## config.mk

```make
export PLATFORM = sky130hd
export DESIGN_NAME = mem_stage_lsu
export DESIGN_NICKNAME = d
export VERILOG_FILES = /design/src/rtl/mem_stage_lsu.sv
export SDC_FILE = /design/constraint.sdc
export NUM_CORES = 1
export LEC_CHECK = 0
export ABC_AREA = 1
export CORE_MARGIN = 8
export CORE_UTILIZATION = 41
export CTS_CLUSTER_DIAMETER = 150
export DETAILED_ROUTE_END_ITERATION = 16
export MAX_ROUTING_LAYER = met4
export PLACE_DENSITY = 0.75
export SLEW_MARGIN = 20
export SYNTH_ARGS = -nofsm -noshare
export SYNTH_HDL_FRONTEND = slang
export SYNTH_SLANG_ARGS = --single-unit
```

## constraint.sdc

```tcl
create_clock -name clk -period 5.11 [get_ports clk]
set_input_delay 1.533 -clock clk [delete_from_list [all_inputs] [get_ports clk]]
set_output_delay 1.533 -clock clk [all_outputs]
set_load 0.02 [all_outputs]
```

## src/rtl/mem_stage_lsu.sv

```systemverilog
// Memory stage: takes one executed instruction from the ALU stage and
// forwards ALU results to writeback. It runs byte-lane aligned loads and
// stores over a req/gnt/rvalid data-memory bus and emits exactly one
// registered writeback beat per accepted instruction.
//
// Handshakes:
//   ex side : an instruction transfers on a rising edge where ex_valid and
//             ex_ready are both high. ex_ready is high only in IDLE.
//   bus req : dmem_req is held with stable addr/we/wdata/wstrb until the
//             edge where dmem_gnt is high.
//   bus resp: dmem_rvalid is only looked at in RESP, that is, from the cycle
//             after the grant onward.
//   wb side : wb_valid is a one-cycle pulse. There is no backpressure.
module mem_stage_lsu #(
   parameter int TIMEOUT = 255
) (
   input  logic        clk,
   input  logic        rst,
   input  logic        ex_valid,
   output logic        ex_ready,
   input  logic [31:0] ex_inst,
   input  logic [31:0] ex_rd_data,
   input  logic [31:0] ex_rs2_data,
   output logic        dmem_req,
   output logic        dmem_we,
   output logic [31:0] dmem_addr,
   output logic [31:0] dmem_wdata,
   output logic [3:0]  dmem_wstrb,
   input  logic        dmem_gnt,
   input  logic        dmem_rvalid,
   input  logic [31:0] dmem_rdata,
   output logic        wb_valid,
   output logic        wb_we,
   output logic [4:0]  wb_rd_addr,
   output logic [31:0] wb_rd_data,
   output logic        lsu_misalign,
   output logic        lsu_fault,
   output logic [1:0]  dbg_state
);

   localparam logic [6:0]  L_OP_LOAD   = 7'b0000011;
   localparam logic [6:0]  L_OP_STORE  = 7'b0100011;
   localparam logic [6:0]  L_OP_OP     = 7'b0110011;
   localparam logic [6:0]  L_OP_OPIMM  = 7'b0010011;
   localparam logic [6:0]  L_OP_LUI    = 7'b0110111;
   localparam logic [6:0]  L_OP_AUIPC  = 7'b0010111;
   localparam logic [6:0]  L_OP_JAL    = 7'b1101111;
   localparam logic [6:0]  L_OP_JALR   = 7'b1100111;
   // The counter equals TIMEOUT-1 on the last cycle a wait is allowed to last.
   localparam logic [15:0] L_CNT_LAST  = 16'(TIMEOUT - 1);

   typedef enum logic [1:0] {S_IDLE = 2'd0, S_REQ = 2'd1, S_RESP = 2'd2} state_t;

   state_t      r_state, w_state_nxt;
   logic [15:0] r_cnt;
   logic        r_we;
   logic [31:0] r_addr, r_wdata;
   logic [3:0]  r_wstrb;
   logic [2:0]  r_funct3;
   logic [4:0]  r_rd;
   logic        r_wb_valid, r_wb_we, r_misalign, r_fault;
   logic [4:0]  r_wb_rd;
   logic [31:0] r_wb_data;

   logic        w_wb_valid_nxt, w_wb_we_nxt, w_mis_nxt, w_fault_nxt;
   logic [4:0]  w_wb_rd_nxt;
   logic [31:0] w_wb_data_nxt;

   // Decode of the instruction offered by the execute stage.
   logic [6:0]  w_opc;
   logic [4:0]  w_rd;
   logic [2:0]  w_f3;
   logic        w_is_load, w_is_store, w_is_mem, w_illegal, w_misalign, w_writes_rd;
   logic        w_accept, w_timeout;
   logic [31:0] w_st_wdata, w_ld_shift, w_ld_data;
   logic [3:0]  w_st_wstrb;
   logic        w_unused;

   assign w_opc      = ex_inst[6:0];
   assign w_rd       = ex_inst[11:7];
   assign w_f3       = ex_inst[14:12];
   assign w_unused   = ^ex_inst[31:15];
   assign w_is_load  = (w_opc == L_OP_LOAD);
   assign w_is_store = (w_opc == L_OP_STORE);
   assign w_is_mem   = w_is_load | w_is_store;
   // Loads allow 000/001/010/100/101. Stores allow only 000/001/010.
   assign w_illegal  = (w_is_load  & ((w_f3 == 3'b011) | (w_f3 == 3'b110) | (w_f3 == 3'b111))) |
                       (w_is_store & (w_f3[2] | (w_f3[1:0] == 2'b11)));
   assign w_misalign = w_is_mem & ~w_illegal &
                       (((w_f3[1:0] == 2'b01) & ex_rd_data[0]) |
                        ((w_f3[1:0] == 2'b10) & (ex_rd_data[1:0] != 2'b00)));
   assign w_writes_rd = (w_rd != 5'd0) &
                        ((w_opc == L_OP_OP)  | (w_opc == L_OP_OPIMM) | (w_opc == L_OP_LUI) |
                         (w_opc == L_OP_AUIPC) | (w_opc == L_OP_JAL) | (w_opc == L_OP_JALR));
   assign w_accept   = ex_valid & (r_state == S_IDLE);
   assign w_timeout  = (r_cnt == L_CNT_LAST);

   // Store lane replication and byte enables, computed from the incoming address.
   always_comb begin
      w_st_wdata = ex_rs2_data;
      w_st_wstrb = 4'b1111;
      case (w_f3[1:0])
         2'b00: begin
            w_st_wdata = {4{ex_rs2_data[7:0]}};
            w_st_wstrb = 4'b0001 << ex_rd_data[1:0];
         end
         2'b01: begin
            w_st_wdata = {2{ex_rs2_data[15:0]}};
            w_st_wstrb = 4'b0011 << ex_rd_data[1:0];
         end
         default: ;
      endcase
   end

   // Load formatting: shift the addressed lane down to bit 0, then extend it.
   assign w_ld_shift = dmem_rdata >> {r_addr[1:0], 3'b000};
   always_comb begin
      w_ld_data = dmem_rdata;
      case (r_funct3)
         3'b000:  w_ld_data = {{24{w_ld_shift[7]}}, w_ld_shift[7:0]};
         3'b100:  w_ld_data = {24'd0, w_ld_shift[7:0]};
         3'b001:  w_ld_data = {{16{w_ld_shift[15]}}, w_ld_shift[15:0]};
         3'b101:  w_ld_data = {16'd0, w_ld_shift[15:0]};
         default: ;
      endcase
   end

   // Next-state logic and the writeback beat to register at the next edge.
   always_comb begin
      w_state_nxt    = r_state;
      w_wb_valid_nxt = 1'b0;
      w_wb_we_nxt    = 1'b0;
      w_wb_rd_nxt    = r_rd;
      w_wb_data_nxt  = 32'd0;
      w_mis_nxt      = 1'b0;
      w_fault_nxt    = 1'b0;
      case (r_state)
         S_IDLE: begin
            if (ex_valid) begin
               w_wb_rd_nxt = w_rd;
               if (w_is_mem & ~w_illegal & ~w_misalign) begin
                  w_state_nxt = S_REQ;
               end else begin
                  w_wb_valid_nxt = 1'b1;
                  if (w_is_mem) begin
                     w_mis_nxt   = w_misalign;
                     w_fault_nxt = w_illegal;
                  end else begin
                     w_wb_we_nxt   = w_writes_rd;
                     w_wb_data_nxt = ex_rd_data;
                  end
               end
            end
         end
         S_REQ: begin
            if (dmem_gnt) begin
               if (r_we) begin
                  w_state_nxt    = S_IDLE;
                  w_wb_valid_nxt = 1'b1;
               end else begin
                  w_state_nxt = S_RESP;
               end
            end else if (w_timeout) begin
               w_state_nxt    = S_IDLE;
               w_wb_valid_nxt = 1'b1;
               w_fault_nxt    = 1'b1;
            end
         end
         S_RESP: begin
            if (dmem_rvalid) begin
               w_state_nxt    = S_IDLE;
               w_wb_valid_nxt = 1'b1;
               w_wb_we_nxt    = (r_rd != 5'd0);
               w_wb_data_nxt  = w_ld_data;
            end else if (w_timeout) begin
               w_state_nxt    = S_IDLE;
               w_wb_valid_nxt = 1'b1;
               w_fault_nxt    = 1'b1;
            end
         end
         default: w_state_nxt = S_IDLE;
      endcase
   end

   // State register and the wait counter, which restarts on every state change.
   always_ff @(posedge clk or posedge rst) begin
      if (rst) begin
         r_state <= S_IDLE;
         r_cnt   <= 16'd0;
      end else begin
         r_state <= w_state_nxt;
         if (w_state_nxt != r_state)
            r_cnt <= 16'd0;
         else if (r_state != S_IDLE)
            r_cnt <= r_cnt + 16'd1;
      end
   end

   // Capture the instruction's bus attributes when it is accepted.
   always_ff @(posedge clk or posedge rst) begin
      if (rst) begin
         r_we     <= 1'b0;
         r_addr   <= 32'd0;
         r_wdata  <= 32'd0;
         r_wstrb  <= 4'd0;
         r_funct3 <= 3'd0;
         r_rd     <= 5'd0;
      end else if (w_accept) begin
         r_we     <= w_is_store;
         r_addr   <= ex_rd_data;
         r_wdata  <= w_st_wdata;
         r_wstrb  <= w_is_store ? w_st_wstrb : 4'd0;
         r_funct3 <= w_f3;
         r_rd     <= w_rd;
      end
   end

   // Writeback register. Valid and status flags fall back to zero every cycle.
   always_ff @(posedge clk or posedge rst) begin
      if (rst) begin
         r_wb_valid <= 1'b0;
         r_wb_we    <= 1'b0;
         r_wb_rd    <= 5'd0;
         r_wb_data  <= 32'd0;
         r_misalign <= 1'b0;
         r_fault    <= 1'b0;
      end else begin
         r_wb_valid <= w_wb_valid_nxt;
         r_wb_we    <= w_wb_we_nxt;
         r_wb_rd    <= w_wb_valid_nxt ? w_wb_rd_nxt : 5'd0;
         r_wb_data  <= w_wb_data_nxt;
         r_misalign <= w_mis_nxt;
         r_fault    <= w_fault_nxt;
      end
   end

   assign ex_ready     = (r_state == S_IDLE);
   assign dmem_req     = (r_state == S_REQ);
   assign dmem_we      = dmem_req & r_we;
   assign dmem_addr    = dmem_req ? {r_addr[31:2], 2'b00} : 32'd0;
   assign dmem_wdata   = dmem_req ? r_wdata : 32'd0;
   assign dmem_wstrb   = dmem_req ? r_wstrb : 4'd0;
   assign wb_valid     = r_wb_valid;
   assign wb_we        = r_wb_we;
   assign wb_rd_addr   = r_wb_rd;
   assign wb_rd_data   = r_wb_data;
   assign lsu_misalign = r_misalign;
   assign lsu_fault    = r_fault;
   assign dbg_state    = r_state;

endmodule
```

==> results summary <==
The flow ran to the end, and the final reports show no timing, DRC or antenna violations. The via count is roughly 6,700. The share of the synthesized area in compound gates (AO/OA/AOI/OAI) is between 10 and 15%. The final cycle utilization of the critical path is about 90%. For the worst setup path, the data required time is approximately 3.6 ns. The initial core utilization came out at 41.3%.

Entering global routing, the biggest net connects between 70 and 80 pins. The count of nets after finishing is roughly 1,300. The first routing iteration left ~400 violations. The delay of the slowest critical-path stage is around 0.7 ns. The last weighted congestion value of the routability-driven placer came out at just under 0.9. The mean instance size in the synthesized netlist came out at 7.70 µm².

The aggregate routed wire length came out at about 22,000 µm. The count of buffering cells on the critical path with inverters included came out at 4. The first-pass GRT wire length came out at between 30,000 and 40,000 µm.

The number of global-route vias before repair came out at approximately 7,000. The achievable clock frequency is 0.214 GHz. The netlist uses between 40 and 50 different library cells.

The time the final worst path needs with I/O delays and setup is approximately 4.7 ns. In this run the power density over the cells is around 280 mW/mm². After Yosys synthesis, XOR and XNOR cells account for approximately 1.2% of the synthesized area. The via count normalized by instance count is slightly below 5. For the final database, setup skew stands at roughly 0.01 ns. The placeable core region is between 0.015 and 0.02 mm². After clock tree synthesis, the clock-pin slew on the worst setup and hold paths is 0.06 ns. CTS placed an instance of clkbuf_16 at the clock tree root. Setup repair after global routing left no endpoint under its margin.

The largest individual stage delay along the critical path comes from the cell clkinv_2. The post-synthesis mux area share is 0%. The die is 147 µm tall. The largest fanout on the critical path came out at 54. The cell leakage power came out at about 4.7 nW.

The number of placement rows is 48. The number of buffers added by the clock tree synthesis step came out at 17. Summing the sequential cell areas from Yosys gives between 40% and 50% of the chip area. The count of max-cap constraint violations came out at 0. The transition at the pin with the smallest max-transition slack came out at ~1.1 ns.

The synthesis warning total came out at 0. The relative slew slack came out at 28.1%. The worst path meets setup with about 0.43 ns of slack. The gate count of the mapped netlist is roughly 910.

The fraction of layout instances using a drive strength above 1 came out at 7.15%. The critical path goes through inv_1 > nor2_2 > clkinv_2 > buf_4 > nor2_1 > clkdlybuf4s50_1. The first-pass iteration count of the detailed router came out at 5. The buffer count from post-CTS setup fixing came out at 0. The utilization of the core after routing is between 50% and 60%. The post-synthesis instance area came out at 0.00702 mm². The number of top-level pins came out at 247. The summed area of non-filler cells in the final layout is 0.00999 mm². The number of antenna violations at the first check in global routing came to 1. The area share of and/or/nand/nor cells after synthesis came out at about a quarter.

The total negative slack is 0 ns. The final antenna-violating net count came out at 0. The total cell area at the placement stage is 0.00939 mm². The number of non-filler instances in the completed layout is between 1,000 and 1,500. The cts-stage hold buffer count is 0. The DRC violation count after routing is 0.

The maximum resistive drop on vdd is between 0.2 and 0.25 mV. On the final layout, the worst hold slack is 0.501 ns. Power comes to approximately 2.8 mW. The number of clock sinks is roughly 140. The count of input and output buffers is 227. STA puts the critical path data arrival time at between 3 and 4 ns. The routed length per instance is between 15 and 20 µm. The total half-perimeter wirelength after legalization and detailed placement came out at roughly 16,000 µm. The synthesized design contains roughly 140 register bits.

After synthesis, the largest family of logic cells by area is simple AND/OR/NAND/NOR gates. The final global-route overflow total came out at 0. The synthesized-area fraction occupied by adder cells is less than 1%.

The worst setup path is launched from a flop. OpenSTA, run right after detailed placement, puts the worst setup slack at approximately 1.1 ns. The number of placed instances, taps included is between 1,000 and 1,500.

The worst setup path is captured at an output pin. TritonCTS built the clock tree. The family with the most delay on the worst path is buffers and inverters. The clock tree synthesis step divided the H-tree into 4 levels. Setup violations remaining at the end of the flow were counted as 0. The clock passes through at most 2 buffers. The worst setup path is of the reg2out kind.

The number of endpoints with negative hold slack in the final report came out at 0. The min-delay analysis places its worst path in the category reg2reg. Relative to the synthesized area, the layout overhead comes to 42.4%. The number of gates resized after cts came out at 0.

The total die area is between 0.02 and 0.025 mm². The die span in x came out at approximately 150 µm. The clock latency on the worst-skew pair is 0.42 ns. The global-route usage over all layers is a little over a fifth.

The total count of max-transition violations in the final report came out at 0.
## where the power goes
group          switching (mW)  total, mW  leakage [nW]  internal [mW]
logic                   0.231      0.413          2.73          0.183
registers              0.0410       1.19          1.71           1.15
clock network           0.466       1.24         0.296          0.771
total                   0.738       2.85          4.73           2.11
## final timing paths
| path | depth (start not counted) | from | to | slack, ns |
|---|---|---|---|---|
| max | 6 | dbg_state[0]$_DFF_PP0_ | dmem_addr[26] | 0.43 |
| min | 2 | r_rd[2]$_DFFE_PP0P_ | r_rd[2]$_DFFE_PP0P_ | 0.50 |
| max reg2reg | 5 | r_funct3[1]$_DFFE_PP0P_ | wb_rd_data[4]$_DFF_PP0_ | 2.76 |
| min reg2reg | 2 | r_rd[2]$_DFFE_PP0P_ | r_rd[2]$_DFFE_PP0P_ | 0.50 |
| max in group asynchronous | 3 | rst | wb_rd_data[19]$_DFF_PP0_ | 2.86 |
| min in group asynchronous | 2 | rst | lsu_fault$_DFF_PP0_ | 1.43 |
## synthesized netlist by cell type, drive strengths merged
master	n	area (µm²)
xor2	8	70.1
o22ai	11	68.8
nand4	4	37.5
o2111ai	1	8.76
a21oi	47	239
dfrtp	136	3400
o311ai	1	8.76
inv	144	541
nand2	204	771
a31oi	9	56.3
nor2	124	542
o21ai	85	425
o211ai	3	22.5
o21bai	1	7.51
or2	1	6.26
conb	1	3.75
xnor2	2	17.5
ha	2	25.0
nand3	47	260
a32oi	8	70.1
a22oi	8	60.1
nand3b	1	7.51
nor3	8	56.3
nor4	4	25.0
buf	30	188
o31ai	4	30.0
clkbuf	17	63.8
clkinv	1	3.75
## layout make-up
class                      count  area, µm²
sequential                   136       3400
timing repair buffer         235       2330
clock buffer                  22        484
fill                        1553       7000
clock inverter                10        118
tap                          225        282
multi-input combinational    585       2820
inverter                     145        549
antenna                        1       2.50
## cell families after synthesis
kind of cell / after synthesis
simple gates: 393
buf+inv: 192
compound gates: 178
flops: 136
xor+xnor: 10
fa+ha+maj: 2
other cells: 1
## flip-flops by register name, summed over array words and instances, names as in the netlist
signal        count
r_we              1
dbg_state         2
lsu_misalign      1
wb_rd_addr        5
r_wdata          32
r_rd              5
lsu_fault         1
r_funct3          3
r_addr           32
r_wstrb           4
r_cnt            16
wb_valid          1
wb_rd_data       32
wb_we             1
## tightest hold or removal path, stage by stage, from the launching register on
cell	delay (ns)
dfrtp_1	0.34
nand2_1	0.05
nand2_1	0.07
## routing by layer
metal,vias to the layer above,routed length [µm],GRT usage (%)
li1,3299,-,-
met1,3106,9310,24.7
met2,229,10300,33.4
met3,33,1720,6.83
met4,0,507,7.93
met5,-,0,-
## placed cells by master (no fill, tap or decap), types with 3 or more instances in the layout
cell | synthesis | routed
o22ai_1 | 11 | 11
a31oi_1 | 9 | 9
o21ai_0 | 81 | 81
nand3_1 | 42 | 42
o211ai_1 | 3 | 3
nor2_2 | 15 | 15
a21oi_1 | 46 | 46
clkinv_4 | 0 | 3
nand3_2 | 5 | 5
dfrtp_1 | 136 | 136
nand2_1 | 202 | 202
inv_1 | 134 | 133
nor4_1 | 4 | 4
nor2_1 | 105 | 105
a32oi_1 | 8 | 8
clkinv_2 | 0 | 4
clkbuf_16 | 0 | 17
nor3_1 | 6 | 6
o21ai_1 | 4 | 4
nor2_4 | 3 | 3
buf_4 | 5 | 8
clkbuf_8 | 0 | 4
xor2_1 | 8 | 8
clkdlybuf4s50_1 | 0 | 227
o31ai_1 | 4 | 4
inv_2 | 10 | 9
a22oi_1 | 8 | 8
(Power assumes the default switching activity.)
